[src/rtl/request_queue.sv]
// Circular request FIFO between the trace parser and the memory-controller scheduler, with per-entry saturating age.
// Latency: a push is visible at the head one cycle after its edge; after a pop the next entry is presented at once.
// Backpressure: the scheduler stalls the head with deq_ready; the parser cannot be stalled, so a push into a full queue is dropped and latches overflow_err.

package request_queue_pkg;
    typedef enum logic [1:0] {
        NOP      = 2'd0,
        READ     = 2'd1,
        WRITE    = 2'd2,
        PREFETCH = 2'd3
    } parsed_op_t;
endpackage

module request_queue
    import request_queue_pkg::*;
#(
    parameter int DEPTH         = 16,
    parameter int ADDRESS_WIDTH = 33,
    parameter int AGE_WIDTH     = 8
) (
    input  logic                        clk,
    input  logic                        rst,
    input  logic                        op_ready_s,
    input  parsed_op_t                  opcode,
    input  logic [ADDRESS_WIDTH-1:0]    address,
    output logic                        deq_valid,
    input  logic                        deq_ready,
    output parsed_op_t                  deq_opcode,
    output logic [ADDRESS_WIDTH-1:0]    deq_address,
    output logic [AGE_WIDTH-1:0]        deq_age,
    output logic [$clog2(DEPTH):0]      count,
    output logic                        full,
    output logic                        empty,
    output logic                        overflow_err
);

    localparam int PTR_W = $clog2(DEPTH);
    localparam int CNT_W = PTR_W + 1;
    localparam logic [CNT_W-1:0]     DEPTH_CNT = CNT_W'(DEPTH);
    localparam logic [AGE_WIDTH-1:0] AGE_MAX   = '1;

    typedef struct packed {
        parsed_op_t                 opcode;
        logic [ADDRESS_WIDTH-1:0]   address;
    } entry_t;

    entry_t                 mem     [DEPTH];
    logic [AGE_WIDTH-1:0]   age_mem [DEPTH];
    logic [DEPTH-1:0]       occ;
    logic [PTR_W-1:0]       rd_ptr;
    logic [PTR_W-1:0]       wr_ptr;

    logic push_att;
    logic pop;
    logic push_ok;
    logic push_drop;

    // Handshake decode: a pop frees the slot a same-cycle push needs when full.
    always_comb begin
        push_att  = op_ready_s && (opcode != NOP);
        pop       = deq_valid && deq_ready;
        push_ok   = push_att && (!full || pop);
        push_drop = push_att && full && !pop;
    end

    assign empty     = (count == '0);
    assign full      = (count == DEPTH_CNT);
    assign deq_valid = !empty;

    // Pointers, occupancy count and the sticky overflow flag.
    always_ff @(posedge clk) begin
        if (rst) begin
            rd_ptr       <= '0;
            wr_ptr       <= '0;
            count        <= '0;
            overflow_err <= 1'b0;
        end else begin
            if (push_ok) wr_ptr <= wr_ptr + PTR_W'(1);
            if (pop)     rd_ptr <= rd_ptr + PTR_W'(1);
            if (push_ok && !pop)      count <= count + CNT_W'(1);
            else if (!push_ok && pop) count <= count - CNT_W'(1);
            if (push_drop) overflow_err <= 1'b1;
        end
    end

    // Payload storage; contents are don't-care until the slot is written.
    always_ff @(posedge clk) begin
        if (!rst && push_ok) begin
            mem[wr_ptr] <= '{opcode: opcode, address: address};
        end
    end

    // Per-slot occupancy and age; a write wins over a pop of the same slot (full push+pop).
    always_ff @(posedge clk) begin
        if (rst) begin
            occ <= '0;
            for (int i = 0; i < DEPTH; i++) age_mem[i] <= '0;
        end else begin
            for (int i = 0; i < DEPTH; i++) begin
                if (push_ok && (wr_ptr == PTR_W'(i))) begin
                    occ[i]     <= 1'b1;
                    age_mem[i] <= '0;
                end else begin
                    if (pop && (rd_ptr == PTR_W'(i))) occ[i] <= 1'b0;
                    if (occ[i] && (age_mem[i] != AGE_MAX)) age_mem[i] <= age_mem[i] + AGE_WIDTH'(1);
                end
            end
        end
    end

    // Head presentation; an empty queue shows a NOP at address 0 with age 0.
    always_comb begin
        deq_opcode  = NOP;
        deq_address = '0;
        deq_age     = '0;
        if (!empty) begin
            deq_opcode  = mem[rd_ptr].opcode;
            deq_address = mem[rd_ptr].address;
            deq_age     = age_mem[rd_ptr];
        end
    end

endmodule

[config.mk]
export PLATFORM = sky130hd
export DESIGN_NAME = request_queue
export DESIGN_NICKNAME = d
export VERILOG_FILES = /design/src/rtl/request_queue.sv
export SDC_FILE = /design/constraint.sdc
export NUM_CORES = 1
export LEC_CHECK = 0
export ABC_CLOCK_PERIOD_IN_PS = 7100
export BUFFER_PORTS_ARGS = -buffer_cell sky130_fd_sc_hd__clkbuf_2
export CAP_MARGIN = 5
export CORE_MARGIN = 2
export CORE_UTILIZATION = 60
export CTS_CLUSTER_DIAMETER = 40
export DETAILED_ROUTE_END_ITERATION = 8
export MAX_ROUTING_LAYER = met4
export PLACE_DENSITY = 0.77
export SLEW_MARGIN = 0
export SYNTH_ARGS = -nofsm -noshare
export SYNTH_HDL_FRONTEND = slang
export SYNTH_SLANG_ARGS = --single-unit
export TNS_END_PERCENT = 1
[constraint.sdc]
create_clock -name clk -period 7.1 [get_ports clk]
set_input_delay 0 -clock clk [delete_from_list [all_inputs] [get_ports clk]]
set_output_delay 0 -clock clk [all_outputs]
set_load 0.005 [all_outputs]
# Word level (Yosys, flattened, before mapping)
# Memory sizes are Yosys's and may differ from the RTL's. A register that Yosys moved wholly into a read port is not among the register bits.
# Cells that the tools add are included.
classes:
  add_sub_neg: 20
  n_eq_ne: 47
  n_mux: 189
  n_bitwise: 32
  n_reduce_logical: 83
ops:
  columns: ["cell", "count"]
  rows:
  - ["$mux W8", 33]
  - ["$mux W1", 148]
  - ["$add A8 B1 Y8 const B", 16]
  - ["$ne A8 B8 Y1 const B", 16]
  - ["$eq A4 B4 Y1 const B", 16]
  - ["$logic_and A1 B1 Y1", 56]
  - ["$reduce_bool A2 Y1", 18]
  - ["$mux W33", 1]
  - ["$eq A4 B3 Y1 const B", 8]
  - ["$or A1 B1 Y1", 32]
  - ["$eq A4 B2 Y1 const B", 4]
  - ["$mux W4", 4]
  - ["$mux W5", 2]
  - ["$add A4 B1 Y4 const B", 2]
  - ["$eq A4 B1 Y1 const B", 2]
  - ["$logic_not A4 Y1", 2]
  - ["$add A5 B1 Y5 const B", 1]
  - ["$eq A5 B5 Y1 const B", 1]
  - ["$logic_not A1 Y1", 5]
  - ["$logic_not A5 Y1", 1]
  - ["$sub A5 B1 Y5 const B", 1]
  - ["$mux W2", 1]
  - ["$logic_or A1 B1 Y1", 1]
word_totals:
  register_bits: 30
  ram_bits: 688
  input_bits: 39
  output_inout_bits: 52
  n_memories: 2
mem_list:
  columns: ["memory", "words", "word_bits", "read_ports", "rd_clocked_by_memory_dff", "write_ports", "line_no", "rtl"]
  rows:
  - ["mem", 16, 35, 1, 1, 1, "47", "entry_t mem [DEPTH];"]
  - ["age_mem", 16, 8, 17, 1, 16, "48", "logic [AGE_WIDTH-1:0] age_mem [DEPTH];"]

# Longest topological paths before layout
# Gate-level depths: netlist (run 1).
logic_depth:
  ltp_word: 11
  ltp_mapped: 11

# Least setup slack after synthesis (run 1)
# Ideal clock, no wire load.
synth_path:
  kind: "reg-to-reg"
  from: "register count[0]"
  to: "memory mem[3][0] in the netlist's numbering (enable)"
  setup_time_ps: 427
  arrival_ps: 2856
  required_ps: 6673
  setup_slack_ps: 3817
  path_stages_with_launch: 7
  path_buffers: 2
  period_less_slack_ps: 3283
  path_cell_list: "dfxtp_1 > nor4_4 > a31oi_1 > buf_2 > buf_2 > nand3_1 > nor2_1"
synth_via:
  elab_chain_len: 8
  elab_cells_between_ends: 10
synth_rtl:
  columns: ["item", "line_no", "rtl"]
  rows:
  - ["from (decl)", "31", "output logic [$clog2(DEPTH):0] count,"]
  - ["from (signal assigned)", "80", "if (push_ok && !pop) count <= count + CNT_W'(1);"]
  - ["from (signal assigned)", "81", "else if (!push_ok && pop) count <= count - CNT_W'(1);"]
  - ["$logic_not A5 Y1", "66", "assign empty = (count == '0);"]
  - ["$logic_not A1 Y1", null, null]
  - ["$logic_and A1 B1 Y1", "61", "pop = deq_valid && deq_ready;"]
  - ["$logic_or A1 B1 Y1 (*)", "62", "push_ok = push_att && (!full || pop);"]
  - ["$logic_and A1 B1 Y1 (*)", "62", null]
  - ["net push_ok", "55", "logic push_ok;"]
  - ["$logic_and A1 B1 Y1 (*)", "88", "if (!rst && push_ok) begin"]
  - ["$mux W1 (*)", "88", null]
  - ["$mux W1 (implied by the code) (*)", "89", "mem[wr_ptr] <= '{opcode: opcode, address: address};"]
  - ["to (decl)", "47", null]
# The timed path passes the listed nets; every way through them passes the cells marked *.

==> flow_metrics.env, run 1 <==
export IMPL_fin_util_pct=69.8
export IMPL_ys_ff_latch=722
export IMPL_fp_row_count=82
export IMPL_antenna_found_initial=1
export IMPL_dieWidth_um=230
export IMPL_design_power_total_mw=11.2
export IMPL_ant_nets=0
export IMPL_areaGrowthSynthToFinish_pct=14.8
export IMPL_drive_gt1_share_pct=25.4
export IMPL_synthArstFlopShare_pct=0
export IMPL_drv_slew=0
export IMPL_cts_sinks=722
export IMPL_wirelength_um=69300
export IMPL_ff_latch_area_mm2=0.0214
export IMPL_setup_violations=0
export IMPL_yosysTopAreaCell="edfxtp_1"
export IMPL_start_util_pct=60.8
export IMPL_cts_tree="done"
export IMPL_muxShareOfSynthArea_pct=14.4
export IMPL_fin_worst_skew_ps=18.0
export IMPL_p_per_area_mw_per_mm2=321
export IMPL_grt_max_degree=81
export IMPL_ctsResizeCount=0
export IMPL_drc=0
export IMPL_io_buffers=90
export IMPL_maxSlewHeadroom_pct=29.7
export IMPL_final_nets=1962
export IMPL_ios=91
export IMPL_cts_max_level=3
export IMPL_cts_root_buf="clkbuf_16"
export IMPL_cts_buffers=90
export IMPL_die_area_mm2=0.0527
export IMPL_synth_enable_flop_cells=688
export IMPL_critPathMaxFanout=47
export IMPL_finalSetupTns_ps=0
export IMPL_whs_ps=103
export IMPL_clk_latency_ps=640
export IMPL_dpl_hpwl_um=38100
export IMPL_netlist_instances=1724
export IMPL_fin_crit_sh_pct=53.1
export IMPL_synth_compound_area_share_pct=3.46
export IMPL_grt_pass1_wl_um=105000
export IMPL_period_minus_slack_ps=3770
export IMPL_grt_usage_pct=27.6
export IMPL_gr_total_overflow=0
export IMPL_n_fill_cell=3064
export IMPL_yosys_area_share_adder_pct=1.21
export IMPL_maxCapViolCount=0
export IMPL_drtIter0Drc=2090
export IMPL_startpoint_type="flop"
export IMPL_first_pass_iters=5
export IMPL_routed_via_density=6.41
export IMPL_grt_pass1_vias=17200
export IMPL_worstPathArrival_ps=3770
export IMPL_status="finished, final reports clean"
export IMPL_wl_per_cell_um=26.3
export IMPL_synth_area_mm2=0.0305
export IMPL_synth_nets=1792
export IMPL_final_common_cell="edfxtp_1"
export IMPL_die_h_um=230
export IMPL_core_mm2=0.0502
export IMPL_synth_xor_area_share_pct=2.87
export IMPL_tightest_slew_ps=1050
export IMPL_p_leak_nw=11.2
export IMPL_r2r_slack_ps=3860
export IMPL_most_common_layout_cells="edfxtp_1 (688), mux4_2 (172), nor2_1 (172)"
export IMPL_worstPathRequired_ps=7100
export IMPL_yosysWarnings=0
export IMPL_place_ws_ps=3820
export IMPL_syn_area_per_cell_um2=17.7
export IMPL_hp_class="input pin to flop"
export IMPL_yosysSeqAreaShare_pct=69.9
export IMPL_fmax_ghz=0.265
export IMPL_ir_worst_vdd_uv=276
export IMPL_hold_viol=0
export IMPL_gp_congestion=0.876
export IMPL_yosys_area_share_simple_pct=6.40
export IMPL_synth_area_top_cells="edfxtp_1 (68%), mux4_2 (13%), nor2_1 (2.3%)"
export IMPL_ys_flop_type="edfxtp_1"
export IMPL_synth_top_family_by_area="multiplexers"
export IMPL_cts_max_path_buffers=3
export IMPL_synth_cell_types=52
export IMPL_fin_ws_ps=3330
export IMPL_multi_input_area_mm2=0.00878
export IMPL_rsz0062_at_grt="false"
export IMPL_clk_pin_slew_ps=50
export IMPL_path_class="flop to primary output"
export IMPL_synth_top_area_share_pct=67.7
export IMPL_num_vias=16900
export IMPL_worstSetupEndpointType="primary output"
## sequential cells by signal (all words and copies together), names as in the netlist, named ones only
| signal | flops |
|---|---|
| mem | 560 |
| age_mem | 128 |
| occ | 16 |
| count | 5 |
| rd_ptr | 4 |
| wr_ptr | 4 |
| overflow_err | 1 |
## power by group
| group | internal [mW] | switching, mW |
|---|---|---|
| clock network | 2.61 | 1.81 |
| logic | 0.961 | 0.945 |
| registers | 4.76 | 0.167 |
## routing by layer
| metal | global-route usage [%] | wire (µm) | vias to the layer above |
|---|---|---|---|
| met5 | - | 0 | - |
| met4 | 10.3 | 1910 | 0 |
| met3 | 4.51 | 5520 | 129 |
| met2 | 43.0 | 34400 | 813 |
| met1 | 37.4 | 27500 | 8757 |
| li1 | - | - | 7220 |
## worst max-delay path: stages, from the launching register on
cell	delay, ps
dfxtp_4	880
buf_4	770
mux4_2	610
mux2i_1	330
nor3_1	90
a221o_1	330
clkbuf_2	130
## cells by family after synthesis
| logic type | Yosys count |
|---|---|
| muxes | 220 |
| buffers and inverters | 104 |
| DFF | 722 |
| and+or+nand+nor | 416 |
| adders and majority gates | 29 |
| xor gates and xnor gates | 100 |
| AOI/OAI and AO/OA | 133 |
## cells in the mapped netlist (11+ instances only)
cell / number
a21oi_1: 24
a221o_1: 43
a311o_1: 12
buf_2: 28
clkbuf_1: 25
dfxtp_1: 34
edfxtp_1: 688
ha_1: 28
inv_1: 27
mux2_2: 37
mux2i_1: 11
mux4_2: 172
nand2_1: 63
nand3_1: 59
nand3b_1: 14
nor2_1: 188
nor2b_1: 38
nor3_1: 19
o21ai_0: 17
o31ai_1: 13
xnor2_1: 55
xor2_1: 45
## final timing paths
kind                    startpoint  cells past startpoint                   endpoint
max                           flop                      6                 deq_age[0]
min                     op_ready_s                      5  overflow_err$_SDFFE_PP0P_
min reg2reg   occ[14]$_SDFFE_PP0P_                      2       occ[14]$_SDFFE_PP0P_
max reg2reg  count[1]$_SDFFE_PP0P_                     10      count[4]$_SDFFE_PP0P_
## area by class of cell
type	count	area share, %
Sequential cell	722	60.9
Multi-Input combinational cell	898	25.1
Clock buffer	104	6.64
Timing Repair Buffer	155	2.99
Tap cell	672	2.40
Clock inverter	60	1.67
Inverter	27	0.289
Antenna cell	2	0.0143
## metrics by stage
| stage | cell area, µm² | cells |
|---|---|---|
| after global placement | 31800 | 2437 |
| after floorplan | 30500 | 1724 |
| after CTS | 35000 | 2638 |
| final | 35000 | 2640 |
| after detailed placement | 31800 | 2437 |
| after global routing | 35000 | 2639 |
## what timing repair did
| action | CTS | global route |
|---|---|---|
| setup buffers | 0 | 0 |
| hold buffers | 37 | 0 |
| endpoints found under the hold margin | 574 | 0 |
Note: power is estimated with default switching activity, not from simulation.
==> run 2: changes to the inputs <==
--- a/config.mk
+++ b/config.mk
@@ -5,15 +5,15 @@
 export SDC_FILE = /design/constraint.sdc
 export NUM_CORES = 1
 export LEC_CHECK = 0
-export ABC_CLOCK_PERIOD_IN_PS = 7100
+export ABC_CLOCK_PERIOD_IN_PS = 3100
 export BUFFER_PORTS_ARGS = -buffer_cell sky130_fd_sc_hd__clkbuf_2
 export CAP_MARGIN = 5
 export CORE_MARGIN = 2
-export CORE_UTILIZATION = 60
+export CORE_UTILIZATION = 56
 export CTS_CLUSTER_DIAMETER = 40
 export DETAILED_ROUTE_END_ITERATION = 8
 export MAX_ROUTING_LAYER = met4
-export PLACE_DENSITY = 0.77
+export PLACE_DENSITY = 0.76
 export SLEW_MARGIN = 0
 export SYNTH_ARGS = -nofsm -noshare
 export SYNTH_HDL_FRONTEND = slang
==> constraint.sdc (replaced) <==
create_clock -name clk -period 3.1 [get_ports clk]
set_input_delay 0 -clock clk [delete_from_list [all_inputs] [get_ports clk]]
set_output_delay 0 -clock clk [all_outputs]
set_load 0.005 [all_outputs]
==> run 2 against run 1 <==
Against the previous run:
- clock skew increased by 3.4 ps
- sequential share of layout area decreased by 1.7 points
- global-route usage decreased by 0.26 points
- design area increased by 2.8%
- register-to-register slack got worse by 3700 ps
- sequential power increased by 130%
- non-clock buffer count increased by 11
- routed wire length increased by 5.2%
- power increased by 150%
- critical path type unchanged
==> flow_metrics.env, run 2 (same netlist as run 1, synthesis figures left out) <==
export IMPL_cts_buffers=98
export IMPL_core_mm2=0.0538
export IMPL_status="finished, final reports clean"
export IMPL_min_path_cells=6
export IMPL_drive_gt1_share_pct=26.4
export IMPL_drc=0
export IMPL_crit_buf_inv=4
export IMPL_power_share_switching_pct=25.3
export IMPL_worstPathArrival_ps=3030
export IMPL_dieWidth_um=237
export IMPL_setup_violations=0
export IMPL_crit_top_cell="buf_4"
export IMPL_num_vias=17400
export IMPL_grt_pass1_wl_um=110000
export IMPL_ant_nets=0
export IMPL_crit_path_end="deq_address[20]"
export IMPL_first_pass_iters=6
export IMPL_ios=91
export IMPL_grt_usage_pct=27.4
export IMPL_hp_class="input pin to flop"
export IMPL_cts_tree="done"
export IMPL_hold_viol=0
export IMPL_top_regs="mem: 560 flops, age_mem: 128 flops, occ: 16 flops"
export IMPL_most_common_layout_cells="edfxtp_1 (688), mux4_2 (172), nor2_1 (172)"
export IMPL_fp_row_count=85
export IMPL_startpoint_type="flop"
export IMPL_fin_util_pct=66.9
export IMPL_start_util_pct=56.7
export IMPL_dpl_hpwl_um=38000
export IMPL_p_switching_mw=7.02
export IMPL_clk_pin_slew_ps=50
export IMPL_r2r_cells=9
export IMPL_drv_slew=0
export IMPL_cts_max_level=3
export IMPL_wl_per_cell_um=27.0
export IMPL_slowest_delay_ps=610
export IMPL_cp_depth=8
export IMPL_r2r_start="count[0]$_SDFFE_PP0P_"
export IMPL_path_cells="or4_1 -> buf_4 -> nor2_8 -> buf_12 -> nor3b_4 -> buf_4 -> a221o_1 -> clkbuf_2"
export IMPL_maxCapViolCount=0
export IMPL_setup_worst_path_start="count[0]$_SDFFE_PP0P_"
export IMPL_final_common_cell="edfxtp_1"
export IMPL_cts_max_path_buffers=3
export IMPL_cp_top_family="simple AND/OR/NAND/NOR gates"
export IMPL_grt_max_degree=80
export IMPL_p_per_area_mw_per_mm2=771
export IMPL_worstSetupEndpointType="primary output"
export IMPL_final_nets=1982
export IMPL_die_h_um=237
export IMPL_place_ws_ps=229
export IMPL_reg2reg_to="count[4]$_SDFFE_PP0P_"
export IMPL_p_leak_nw=11.6
export IMPL_cts_root_buf="clkbuf_16"
export IMPL_worstPathRequired_ps=3100
export IMPL_r2r_slack_ps=150
export IMPL_areaGrowthSynthToFinish_pct=18.0
export IMPL_period_minus_slack_ps=3030
export IMPL_path_class="flop to primary output"
export IMPL_rsz0062_at_grt="false"
export IMPL_cts_sinks=722
export IMPL_wirelength_um=73000
export IMPL_routed_via_density=6.43
export IMPL_tightest_slew_ps=980
export IMPL_die_area_mm2=0.0564
export IMPL_drtIter0Drc=1961
export IMPL_crit_slowest_cell="or4_1"
export IMPL_fmax_ghz=0.330
export IMPL_fin_crit_sh_pct=97.6
export IMPL_power_frac_comb_pct=17.0
export IMPL_fin_ws_ps=74.0
export IMPL_critPathMaxFanout=24
export IMPL_maxSlewHeadroom_pct=34.7
export IMPL_gr_total_overflow=0
export IMPL_p_int_mw=20.8
export IMPL_antenna_found_initial=3
export IMPL_regMostFlops="mem"
export IMPL_fin_worst_skew_ps=21.4
export IMPL_clk_latency_ps=640
export IMPL_ir_worst_vdd_uv=798
export IMPL_pwr_share_seq_pct=40.4
export IMPL_grt_pass1_vias=17800
export IMPL_largest_reg_flops=560
export IMPL_io_buffers=90
export IMPL_power_frac_clock_pct=42.6
export IMPL_gp_congestion=0.895
## run 2: changes by cell type in the layout (fill, tap and decap cells not counted), moves of 2 or more
cell,previous run,this run
clkinv_4,7,3
buf_12,1,22
bufinv_16,6,18
clkinv_2,9,12
clkbuf_1,13,9
clkbuf_16,91,101
buf_4,28,17
clkinv_1,8,17
inv_6,17,11
clkinv_8,2,4
## run 2: power by group through the flow
stage	logic [mW]	registers (mW)	clock network, mW
floorplan	3.25	11.2	0
global placement	4.44	11.4	0
detailed placement	4.49	11.4	0
CTS	4.72	11.2	11.9
global route	5.01	11.2	12.3
finish	4.72	11.2	11.8
## run 2: timing repair
| action | in CTS | in global routing |
|---|---|---|
| endpoints found under the setup margin | 17 | 0 |
| hold buffers | 38 | 0 |
| gates resized for setup | 1 | 0 |
| endpoints found under the hold margin | 580 | 0 |
| buffers inserted | 3 | 0 |
## run 2: worst min path at each step
stage	from	end	slack (ps)
CTS	op_ready_s	occ[14]$_SDFFE_PP0P_	240
detailed placement	address[10]	mem[7][10]$_DFFE_PP_	400
finish	op_ready_s	occ[10]$_SDFFE_PP0P_	260
floorplan	address[0]	mem[0][0]$_DFFE_PP_	100
global route	op_ready_s	occ[14]$_SDFFE_PP0P_	280
global placement	address[17]	mem[5][17]$_DFFE_PP_	380
## run 2: stage by stage
stage	area (µm²)	hold slack (ps)	instances	power [mW]	setup TNS [ps]
detailed placement	32100	398	2468	15.9	0
floorplan	30500	98.9	1724	14.5	-50750
finish	36000	257	2699	27.8	0
global placement	32100	379	2468	15.8	0
global route	36000	279	2699	28.6	0
CTS	36000	240	2696	27.9	0
## run 2: worst register-to-register path: cells and delay by family, from the launching register on
family                   cells  cell delay [ps]
multiplexers                 1              350
buffers and inverters        1              120
AO/OA/AOI/OAI                4              770
AND/OR/NAND/NOR              1              610
adder cells (fa/ha/maj)      2              570
flip-flops                   1              400
## run 2: routing by layer
metal | up-vias | GRT usage (%) | share of wire [%]
met5 | - | - | 0
met4 | 0 | 12.5 | 4.6
met3 | 198 | 5.17 | 8.0
met2 | 932 | 43.5 | 49
met1 | 8927 | 34.6 | 38
li1 | 7301 | - | -
## run 2: final cells by class
cell class | instances | area, µm²
repair buffers | 166 | 1390
inverters | 27 | 101
multi-input cells | 899 | 8800
diodes | 3 | 7.51
clock buffers | 110 | 2560
well taps | 696 | 871
clock inverters | 76 | 938
flip-flops and latches | 722 | 21400
fillers | 3350 | 17800
